$ cat config.mk
export PLATFORM = sky130hd
export DESIGN_NAME = bs_engine_scheduler
export DESIGN_NICKNAME = d
export VERILOG_FILES = /design/src/rtl/bs_engine_scheduler.sv
export SDC_FILE = /design/constraint.sdc
export NUM_CORES = 1
export LEC_CHECK = 0
export ABC_CLOCK_PERIOD_IN_PS = 2850
export BUFFER_PORTS_ARGS = -buffer_cell sky130_fd_sc_hd__buf_4
export CORE_AREA = 2 2 251 253
export DETAILED_ROUTE_END_ITERATION = 6
export DIE_AREA = 0 0 253 255
export RECOVER_POWER = 100
export SYNTH_ARGS = -nofsm -noshare
export SYNTH_HDL_FRONTEND = slang
export SYNTH_SLANG_ARGS = --single-unit
$ cat constraint.sdc
create_clock -name clock -period 2.85 [get_ports clock]
set_input_delay 0.285 -clock clock [delete_from_list [all_inputs] [get_ports clock]]
set_output_delay 0.285 -clock clock [all_outputs]
set_load 0.05 [all_outputs]
$ cat src/rtl/bs_engine_scheduler.sv
// Dispatches parsed option packets to a bank of Black-Scholes engines and
// collects their prices through a second round-robin onto one tagged result port.
module bs_engine_scheduler #(
  parameter int NUM_ENG = 4,
  parameter int TAG_W   = 8
) (
  input  logic                   clock,
  input  logic                   reset,
  input  logic                   en,
  input  logic                   pkt_valid,
  input  logic [31:0]            sptprice,
  input  logic [31:0]            strike,
  input  logic [31:0]            rate,
  input  logic [31:0]            volatility,
  input  logic [31:0]            time_r,
  input  logic [31:0]            otype,
  input  logic [31:0]            timet,
  output logic                   pkt_take,
  output logic [223:0]           op_bus,
  output logic [NUM_ENG-1:0]     eng_start,
  input  logic [NUM_ENG-1:0]     eng_done,
  input  logic [32*NUM_ENG-1:0]  eng_result,
  output logic [NUM_ENG-1:0]     eng_ack,
  output logic                   res_valid,
  input  logic                   res_ready,
  output logic [31:0]            res_data,
  output logic [TAG_W-1:0]       res_tag,
  output logic [2:0]             res_eng,
  output logic [NUM_ENG-1:0]     busy
);

  localparam int IW = (NUM_ENG > 1) ? $clog2(NUM_ENG) : 1;

  typedef enum logic {C_IDLE, C_HOLD} cstate_t;
  cstate_t cstate_reg, cstate_next;

  logic [NUM_ENG-1:0] busy_reg, busy_next;
  logic [IW-1:0]      dp_reg, cp_reg;
  logic [TAG_W-1:0]   seq_reg;
  logic [TAG_W-1:0]   tag_reg [NUM_ENG];
  logic               pkt_take_q;
  logic [31:0]        result_arr [NUM_ENG];

  logic [NUM_ENG-1:0] free_mask, cand_mask;
  logic               disp_found, coll_found;
  logic [IW-1:0]      disp_idx, coll_idx;
  logic               dispatch, capture, slot_free;

  function automatic logic [IW-1:0] wrap_add(input logic [IW-1:0] base, input int off);
    int t;
    t = int'(base) + off;
    if (t >= NUM_ENG) t = t - NUM_ENG;
    return IW'(t);
  endfunction

  for (genvar gi = 0; gi < NUM_ENG; gi++) begin : g_res
    assign result_arr[gi] = eng_result[32*gi +: 32];
  end

  // Only registered busy counts: a slot released this edge is free next cycle.
  assign free_mask = ~busy_reg;
  assign cand_mask = eng_done & busy_reg;

  always_comb begin
    logic [IW-1:0] idx;
    disp_found = 1'b0;
    disp_idx   = '0;
    coll_found = 1'b0;
    coll_idx   = '0;
    idx        = '0;
    for (int off = 0; off < NUM_ENG; off++) begin
      idx = wrap_add(dp_reg, off);
      if (!disp_found && free_mask[idx]) begin
        disp_found = 1'b1;
        disp_idx   = idx;
      end
      idx = wrap_add(cp_reg, off);
      if (!coll_found && cand_mask[idx]) begin
        coll_found = 1'b1;
        coll_idx   = idx;
      end
    end
  end

  // pkt_take_q blocks a second take of the same packet while the register refills.
  assign dispatch = reset && en && pkt_valid && disp_found && !pkt_take_q;
  assign pkt_take = dispatch;
  assign busy     = busy_reg;

  always_comb begin
    busy_next = busy_reg;
    if (dispatch) busy_next[disp_idx] = 1'b1;
    if (capture)  busy_next[coll_idx] = 1'b0;
  end

  // Collection FSM: state register
  always_ff @(posedge clock) begin
    if (!reset) cstate_reg <= C_IDLE;
    else        cstate_reg <= cstate_next;
  end

  // Collection FSM: next state
  always_comb begin
    cstate_next = cstate_reg;
    case (cstate_reg)
      C_IDLE: if (capture) cstate_next = C_HOLD;
      C_HOLD: if (res_ready) cstate_next = capture ? C_HOLD : C_IDLE;
      default: cstate_next = C_IDLE;
    endcase
  end

  // Collection FSM: outputs; a handshake frees the slot for a same-cycle capture
  always_comb begin
    res_valid = (cstate_reg == C_HOLD);
    slot_free = (cstate_reg == C_IDLE) || res_ready;
    capture   = slot_free && coll_found;
  end

  always_ff @(posedge clock) begin
    if (!reset) begin
      pkt_take_q <= 1'b0;
      op_bus     <= '0;
      eng_start  <= '0;
      eng_ack    <= '0;
      busy_reg   <= '0;
      dp_reg     <= '0;
      cp_reg     <= '0;
      seq_reg    <= '0;
      res_data   <= '0;
      res_tag    <= '0;
      res_eng    <= '0;
      for (int i = 0; i < NUM_ENG; i++) tag_reg[i] <= '0;
    end else begin
      pkt_take_q <= dispatch;
      eng_start  <= '0;
      eng_ack    <= '0;
      busy_reg   <= busy_next;
      if (dispatch) begin
        op_bus              <= {timet, otype, time_r, volatility, rate, strike, sptprice};
        tag_reg[disp_idx]   <= seq_reg;
        seq_reg             <= seq_reg + 1'b1;
        dp_reg              <= wrap_add(disp_idx, 1);
        eng_start[disp_idx] <= 1'b1;
      end
      if (capture) begin
        res_data          <= result_arr[coll_idx];
        res_tag           <= tag_reg[coll_idx];
        res_eng           <= 3'(coll_idx);
        eng_ack[coll_idx] <= 1'b1;
        cp_reg            <= wrap_add(coll_idx, 1);
      end
    end
  end

endmodule

Yosys cells after proc, flatten, opt, wreduce, memory -nomap -nowiden
Memories as Yosys holds them, arrays and structs flattened. A register that Yosys moved wholly into a read port is not among the register bits.
Cells that the tools add are included.
- add/subtract/negate cells: 19
- shift operators: 0
- multipliers: 0
- multiplexer cells: 61
- order comparisons: 23
- equal/unequal tests: 0
- bitwise gates (word level): 7
- reduce and logical (&&, ||, !) cells: 25
- divide/modulo/power cells: 0
- operators by type and width (kind ; number):
    $bmux 32 s2 ; 1
    $mux 32 ; 2
    $mux 2 ; 19
    $lt 2x3->1 const B ; 10
    $ge 3x3->1 const B ; 9
    $mux 1 ; 25
    $sub 2x1->2 const B ; 10
    $bmux 1 s2 ; 8
    $logic_and 1x1->1 ; 13
    $add 2x1->3 const B ; 4
    $add 2x2->3 const B ; 4
    $add 8x1->8 const B ; 1
    $and 4x4->4 ; 2
    $logic_not 1->1 ; 8
    $mux 4 ; 2
    $mux 8 ; 1
    $not 4->4 ; 2
    $reduce_or 8->1 ; 1
    $ge 2x3->1 const B ; 2
    $demux 1 s2 ; 2
    $ge 2x1->1 const B ; 2
    $or 4x4->4 ; 1
    $reduce_and 2->1 ; 2
    $not 2->3 ; 1
    3 further kinds ; 3
- word-level logic and storage cells: 147
- output and inout bits: 281
- latch bits: 0
- register bits: 284
- bits of input ports: 361
- bits in read-only memories: 0
- bits in writable memories: 32
- memories kept: 1
- memories (memory ; depth ; bits a word ; rd ports ; clocked after memory_dff ; wr ports ; RTL line ; RTL):
    tag_reg ; 4 ; 8 ; 1 ; 1 ; 4 ; 40 ; logic [TAG_W-1:0] tag_reg [NUM_ENG];

Logic depth before layout (Yosys ltp)
Gate-level depths: netlist (run 1).
- word-level depth: 22
- gate-level depth with buffers: 10
- mapped depth without buffers: 8

Least setup slack after synthesis (run 1)
Ideal clock, no wire load.
- kind: reg-to-reg
- start point: register busy_reg[1], in the netlist busy[1]
- end point: register res_data[22]
- data arrival time: 2236 ps
- setup time: 122 ps
- clock period less this slack: 2357 ps
- cell stages (with the launch flop): 11
- path buffers: 2
- data required time: 2728 ps
- path slack: 493 ps
- cells stage by stage: dfxtp_1 > buf_2 > and2_1 > o221ai_1 > nand2_1 > o21ai_2 > inv_2 > buf_2 > mux2i_1 > nor2_1 > a221o_1
- longest elaborated chain between the ends: 17
- elaborated cells between the ends (all ways): 28
- classes of those cells: 19 x mux; 2 x bitwise; 7 x reduce/logical
- RTL lines (what ; RTL line ; RTL):
    start: declaration ; 37 ; logic [NUM_ENG-1:0] busy_reg, busy_next;
    start signal: assignment ; 137 ; busy_reg <= busy_next;
    $and 4x4->4 * ; 62 ; assign cand_mask = eng_done & busy_reg;
    $bmux 1 s2 ; 78 ; if (!coll_found && cand_mask[idx]) begin
    $mux 1 (not written as such) ; 78 ;
    $mux 1 ; 78 ;
    $logic_not 1->1 ; 78 ;
    $logic_and 1x1->1 ; 78 ;
    $mux 1 ; 78 ;
    $logic_not 1->1 ; 78 ;
    $logic_and 1x1->1 ; 78 ;
    $mux 1 ; 78 ;
    $logic_not 1->1 ; 78 ;
    $logic_and 1x1->1 ; 78 ;
    $mux 2 * ; 78 ;
    named net coll_idx[0] ; 46 ; logic [IW-1:0] disp_idx, coll_idx;
    $not 2->3 (not written as such) * ; 146 ; res_data <= result_arr[coll_idx];
    $bmux 32 s2 * ; 146 ;
    $mux 32 (not written as such) * (2 in series) ; 146 ;
    end signal: assignment ; 146 ;
    end: declaration ; 26 ; output logic [31:0] res_data,
Mark *: on every way through the listed nets, which the timed path passes. The rest lies on a longest branch. The select of a mux whose other input is x is not followed.
A chain may end at the register's enable or synchronous reset.

Final worst setup path (run 1)
- start point: register pkt_take_q
- end point: output port pkt_take
- longest elaborated chain between the ends: 2
- RTL lines (what ; RTL line ; RTL):
    start: declaration ; 41 ; logic pkt_take_q;
    start signal: assignment ; 134 ; pkt_take_q <= dispatch;
    $logic_not 1->1 ; 86 ; assign dispatch = reset && en && pkt_valid && disp_found && !pkt_take_q;
    $logic_and 1x1->1 ; 86 ;
    end: declaration ; 18 ; output logic pkt_take,
No other way between the ends.

==> results.sh, run 1 <==
export IMPL_status="finished, violations left"
export IMPL_violations="max-slew violations"
export IMPL_clk_pin_slew_ns=0.06
export IMPL_seq_area_frac_synth=0.544
export IMPL_die_h_um=255
export IMPL_dpl_hpwl_um=32600
export IMPL_synth_area_leaders="dfxtp_1 47%, nand2_1 14%, nand3_1 9.2%"
export IMPL_area_growth_syn_to_layout_pct=62.6
export IMPL_cts_buffers=39
export IMPL_grt_pass1_wl_um=72500
export IMPL_die_area_um2=64500
export IMPL_avgSynthCellArea_um2=8.94
export IMPL_drt_antenna_violating_nets=0
export IMPL_irDropWorstVdd_uv=397
export IMPL_finalCritPeriodShare=0.924
export IMPL_p_per_area_nw_per_um2=575
export IMPL_yosys_area_top_type_share=0.467
export IMPL_ys_ff_latch=324
export IMPL_wl_um=49100
export IMPL_pin_count=642
export IMPL_cts_buffer_depth=3
export IMPL_worst_slew_pin_slew_ns=1.68
export IMPL_coreArea_um2=62200
export IMPL_firstDrtPassIters=5
export IMPL_worstPathRequired_ns=2.57
export IMPL_antenna_found_initial=3
export IMPL_placed_area_um2=18100
export IMPL_arrival_ns=2.35
export IMPL_crit_path_end_kind="primary output"
export IMPL_synthFlopType="dfxtp_1"
export IMPL_cts_tree="done"
export IMPL_num_vias=13200
export IMPL_cellLeakagePower_nw=9.14
export IMPL_drive_gt1_frac=0.197
export IMPL_portBuffers=640
export IMPL_routed_via_density=4.35
export IMPL_synth_edf_count=32
export IMPL_synth_area_um2=12500
export IMPL_finish_instance_area_um2=20400
export IMPL_rows=92
export IMPL_hold_viol=0
export IMPL_critPathKind="register to primary output"
export IMPL_drc=0
export IMPL_overflow=0
export IMPL_synth_warning_count=0
export IMPL_wl_per_cell_um=16.2
export IMPL_clk_latency_ns=0.56
export IMPL_finalSetupTns_ns=0
export IMPL_utilization=0.327
export IMPL_relSlewSlack=-0.121
export IMPL_fin_crit_ns=2.63
export IMPL_cp_max_fo=80
export IMPL_startpoint_type="register"
export IMPL_fin_skew_ns=0.0144
export IMPL_max_cap_violations=0
export IMPL_fin_ws_ns=0.217
export IMPL_async_reset_ff_frac=0
export IMPL_ys_types=45
export IMPL_clock_sinks=324
export IMPL_nets=2579
export IMPL_synth_cells=1400
export IMPL_reg2reg_setup_slack_ns=0.26
export IMPL_htreeDepth=2
export IMPL_die_w_um=253
export IMPL_largest_register_ffs=224
export IMPL_finalSetupViolCount=0
export IMPL_grt_max_degree=227
export IMPL_hp_class="primary input to register"
export IMPL_yosysTopAreaCell="dfxtp_1"
export IMPL_place_congestion=0.845
export IMPL_cts_root_buf="clkbuf_16"
export IMPL_initial_utilization=0.201
export IMPL_first_global_vias=13300
export IMPL_pre_cts_ws_ns=0.479
export IMPL_fillCellCount=6529
export IMPL_syn_nets=1766
export IMPL_grt_util_all_layers=0.141
export IMPL_rsz0062_at_grt="no"
export IMPL_drt_initial_drc_count=796
export IMPL_max_freq_ghz=0.380
export IMPL_slew_violations=107
-- worst max-delay path, stage by stage (launching register included) --
cell,delay [ns]
dfxtp_1,0.30
nand4b_1,0.20
a41o_4,0.32
inv_6,0.14
buf_6,0.46
buf_4,0.31
-- timing repair --
action,in CTS,in global routing
hold endpoints to repair,224,0
endpoints found under the setup margin,0,1
resized for setup,0,1
hold buffers,224,0
setup buffers,0,0
-- cell families after synthesis --
family                     share of synthesized area
AOI/OAI and AO/OA                             0.0525
adders and majority gates                    0.00500
other                                       0.000300
DFF                                            0.544
xor gates and xnor gates                     0.00280
buffers and inverters                         0.0385
and+or+nand+nor                                0.276
muxes                                         0.0813
-- per-layer routing --
| metal | part of all wire | wire length [um] | up-vias | GRT usage |
|---|---|---|---|---|
| li1 | - | - | 6316 | - |
| met1 | 0.37 | 18400 | 6129 | 0.152 |
| met2 | 0.49 | 24200 | 629 | 0.248 |
| met3 | 0.083 | 4100 | 146 | 0.0453 |
| met4 | 0.050 | 2440 | 4 | 0.0708 |
| met5 | 0.00059 | 29 | - | 0 |
-- metrics by stage --
stage	std cells	power (mW)	hold WS (ns)
after global routing	3040	12.2	0.0355
after floorplan	1400	6.07	0.384
final	3040	11.7	0.0615
after CTS	3039	12.1	0.0220
after global placement	2747	6.91	0.442
after detailed placement	2747	6.94	0.445
-- path summary, 6_finish.rpt --
check	cells past startpoint	from	to
worst max-delay path	5	pkt_take_q$_SDFF_PN0_	pkt_take
worst min-delay path	3	eng_result[70]	res_data[6]$_SDFFE_PN0P_
worst max register to register	8	busy[3]$_SDFF_PN0_	res_data[18]$_SDFFE_PN0P_
worst min register to register	2	op_bus[115]$_SDFFE_PN0N_	op_bus[115]$_SDFFE_PN0N_
-- power by group --
| group | total (mW) | switching (mW) | internal (mW) |
|---|---|---|---|
| Combinational | 1.98 | 1.24 | 0.741 |
| Sequential | 4.94 | 0.120 | 4.82 |
| Clock | 4.78 | 2.06 | 2.72 |
| Total | 11.7 | 3.42 | 8.28 |
-- placed cells by master, fill, tap and decap left out, types with 36 or more instances in the layout --
cell,n
a221o_1,40
buf_4,365
clkbuf_1,293
clkbuf_16,39
dfxtp_1,292
dlygate4sd3_1,224
mux2_1,36
mux2i_1,42
nand2_1,461
nand3_1,232
nor2_1,42
-- final cells by class --
class	count	area, um2	area share
Inverter	7	33.8	0.00166
Clock buffer	53	1060	0.0520
Multi-Input combinational cell	961	5090	0.250
Timing Repair Buffer	880	6210	0.305
Clock inverter	15	151	0.00744
Tap cell	799	1000	0.0491
Antenna cell	1	2.50	0.000123
Sequential cell	324	6810	0.334
-- synth_stat cells (5+ instances only) --
| master | n |
|---|---|
| a221o_1 | 40 |
| and2_1 | 32 |
| and3_1 | 14 |
| buf_1 | 6 |
| buf_2 | 10 |
| clkbuf_1 | 86 |
| dfxtp_1 | 292 |
| edfxtp_1 | 32 |
| ha_1 | 5 |
| mux2_4 | 39 |
| mux2i_1 | 42 |
| nand2_1 | 461 |
| nand2b_1 | 7 |
| nand3_1 | 231 |
| nor2_1 | 42 |
| nor2b_1 | 5 |
| o211a_1 | 5 |
| o21ai_0 | 5 |
(Power assumes the default switching activity.)
==> run 2, diff against run 1 <==
Settings changed: PLACE_DENSITY_LB_ADDON from default to 0.15.
==> run 2 against run 1 <==
The flow now finishes without violations. Via count shrank 2.9%. Largest power group is now the clock network. Non-clock buffer count grew 5. Die area is the same. Highest routed layer unchanged. Core utilization grew 0.48 points. Setup slack gained 0.037 ns. Global-route usage grew 0.57 points. Sequential share of layout area shrank 0.48 points.
==> results.sh, run 2 (same netlist as run 1, synthesis figures left out) <==
export IMPL_pin_count=642
export IMPL_die_h_um=255
export IMPL_cts_tree="done"
export IMPL_nets=2586
export IMPL_final_cell_mix="461 x nand2_1, 364 x buf_4, 294 x clkbuf_1"
export IMPL_portBuffers=640
export IMPL_relSlewSlack=0.202
export IMPL_finalCritPeriodShare=0.911
export IMPL_grt_pass1_wl_um=74100
export IMPL_whs_path_depth=3
export IMPL_largest_register_ffs=224
export IMPL_num_vias=12800
export IMPL_firstDrtPassIters=4
export IMPL_hold_viol=0
export IMPL_power_frac_comb=0.165
export IMPL_irDropWorstVdd_uv=313
export IMPL_place_congestion=0.759
export IMPL_worst_slew_pin_slew_ns=1.20
export IMPL_overflow=0
export IMPL_wl_um=50500
export IMPL_antenna_found_initial=2
export IMPL_drc=0
export IMPL_clk_pin_slew_ns=0.06
export IMPL_worstPathRequired_ns=2.57
export IMPL_finalSetupTns_ns=0
export IMPL_max_cap_violations=0
export IMPL_startpoint_type="register"
export IMPL_fillCellCount=6695
export IMPL_reg2regPathDepth=6
export IMPL_final_common_cell="nand2_1"
export IMPL_cts_buffer_depth=3
export IMPL_internal_power_mw=8.74
export IMPL_hp_class="primary input to register"
export IMPL_die_area_um2=64500
export IMPL_fin_skew_ns=0.0117
export IMPL_swShare=0.282
export IMPL_cts_resized=0
export IMPL_arrival_ns=2.31
export IMPL_wl_per_cell_um=16.6
export IMPL_placed_cells=2751
export IMPL_rows=92
export IMPL_cts_buffers=41
export IMPL_slew_violations=0
export IMPL_p_seq_frac=0.405
export IMPL_critPathKind="register to primary output"
export IMPL_cts_root_buf="clkbuf_16"
export IMPL_rsz0062_at_grt="no"
export IMPL_area_growth_syn_to_layout_pct=65.0
export IMPL_initial_utilization=0.201
export IMPL_clk_latency_ns=0.55
export IMPL_coreArea_um2=62200
export IMPL_cellLeakagePower_nw=9.32
export IMPL_clock_sinks=324
export IMPL_grt_max_degree=194
export IMPL_cp_max_fo=47
export IMPL_reg2reg_setup_slack_ns=0.33
export IMPL_dpl_hpwl_um=35400
export IMPL_max_freq_ghz=0.385
export IMPL_drt_initial_drc_count=584
export IMPL_clock_power_share=0.430
export IMPL_first_global_vias=12900
export IMPL_p_switching_mw=3.43
export IMPL_status="finished, final reports clean"
export IMPL_crit_path_end_kind="primary output"
export IMPL_routed_via_density=4.21
export IMPL_drt_antenna_violating_nets=0
export IMPL_p_per_area_nw_per_um2=589
export IMPL_fin_crit_ns=2.60
export IMPL_finalSetupViolCount=0
export IMPL_grt_util_all_layers=0.147
export IMPL_die_w_um=253
export IMPL_drive_gt1_frac=0.215
export IMPL_htreeDepth=2
export IMPL_fin_cells=3052
-- run 2: changes by cell type in the layout (fill, tap and decap cells not counted), sizes merged --
cell         change
inv              +1
buf              -2
clkinv           -4
clkinvlp         -1
clkbuf          +17
dlygate4sd3      +1
-- run 2: power by group through the flow --
stage / clock (mW) / sequential [mW] / combinational, mW
after floorplan: 0 / 5.67 / 0.399
after global placement: 0 / 5.03 / 1.92
after detailed placement: 0 / 5.03 / 1.92
after CTS: 5.46 / 4.93 / 2.20
after global routing: 5.61 / 4.95 / 2.13
final: 5.24 / 4.93 / 2.00
-- run 2: area by class of cell --
type | instances | area [um2] | share of cell area
diodes | 1 | 2.50 | 0.000121
clock inverters | 11 | 92.6 | 0.00448
clock buffers | 64 | 1270 | 0.0615
flip-flops and latches | 324 | 6810 | 0.330
inverters | 7 | 33.8 | 0.00164
repair buffers | 885 | 6230 | 0.302
multi-input cells | 961 | 5220 | 0.253
well taps | 799 | 1000 | 0.0484
-- run 2: worst max-delay path, stage by stage, from the launching register on --
cell	delay [ns]
dfxtp_1	0.29
nand4b_1	0.19
a41o_4	0.32
inv_6	0.13
clkbuf_4	0.51
buf_4	0.30
-- run 2: timing repair --
item                                    in CTS  in global routing
endpoints found under the setup margin       0                  0
endpoints found under the hold margin      224                  0
setup buffers                                0                  0
hold buffers                               225                  0
-- run 2: per-stage QoR --
step	setup WS, ns	cell area (um2)	power (mW)	util	hold slack [ns]
global route	0.101	20600	12.7	0.332	0.0508
detailed placement	0.365	18100	6.95	0.292	0.445
floorplan	0.493	12500	6.07	-	0.384
CTS	0.257	21800	12.6	0.350	0.0310
finish	0.254	20600	12.2	0.332	0.0721
global placement	0.395	18100	6.94	0.292	0.442
-- run 2: final timing paths --
kind,start,endpoint
worst max register to register,busy[1]$_SDFF_PN0_,res_data[25]$_SDFFE_PN0P_
worst min register to register,op_bus[216]$_SDFFE_PN0N_,op_bus[216]$_SDFFE_PN0N_
worst min-delay path,eng_result[79],res_data[15]$_SDFFE_PN0P_
worst max-delay path,pkt_take_q$_SDFF_PN0_,pkt_take
-- run 2: layer usage --
| layer | vias to the layer above | routed length, um | global-route usage |
|---|---|---|---|
| met5 | - | 12 | 0 |
| met4 | 2 | 1240 | 0.0500 |
| met3 | 73 | 3790 | 0.0438 |
| met2 | 416 | 25900 | 0.265 |
| met1 | 6023 | 19600 | 0.163 |
| li1 | 6332 | - | - |
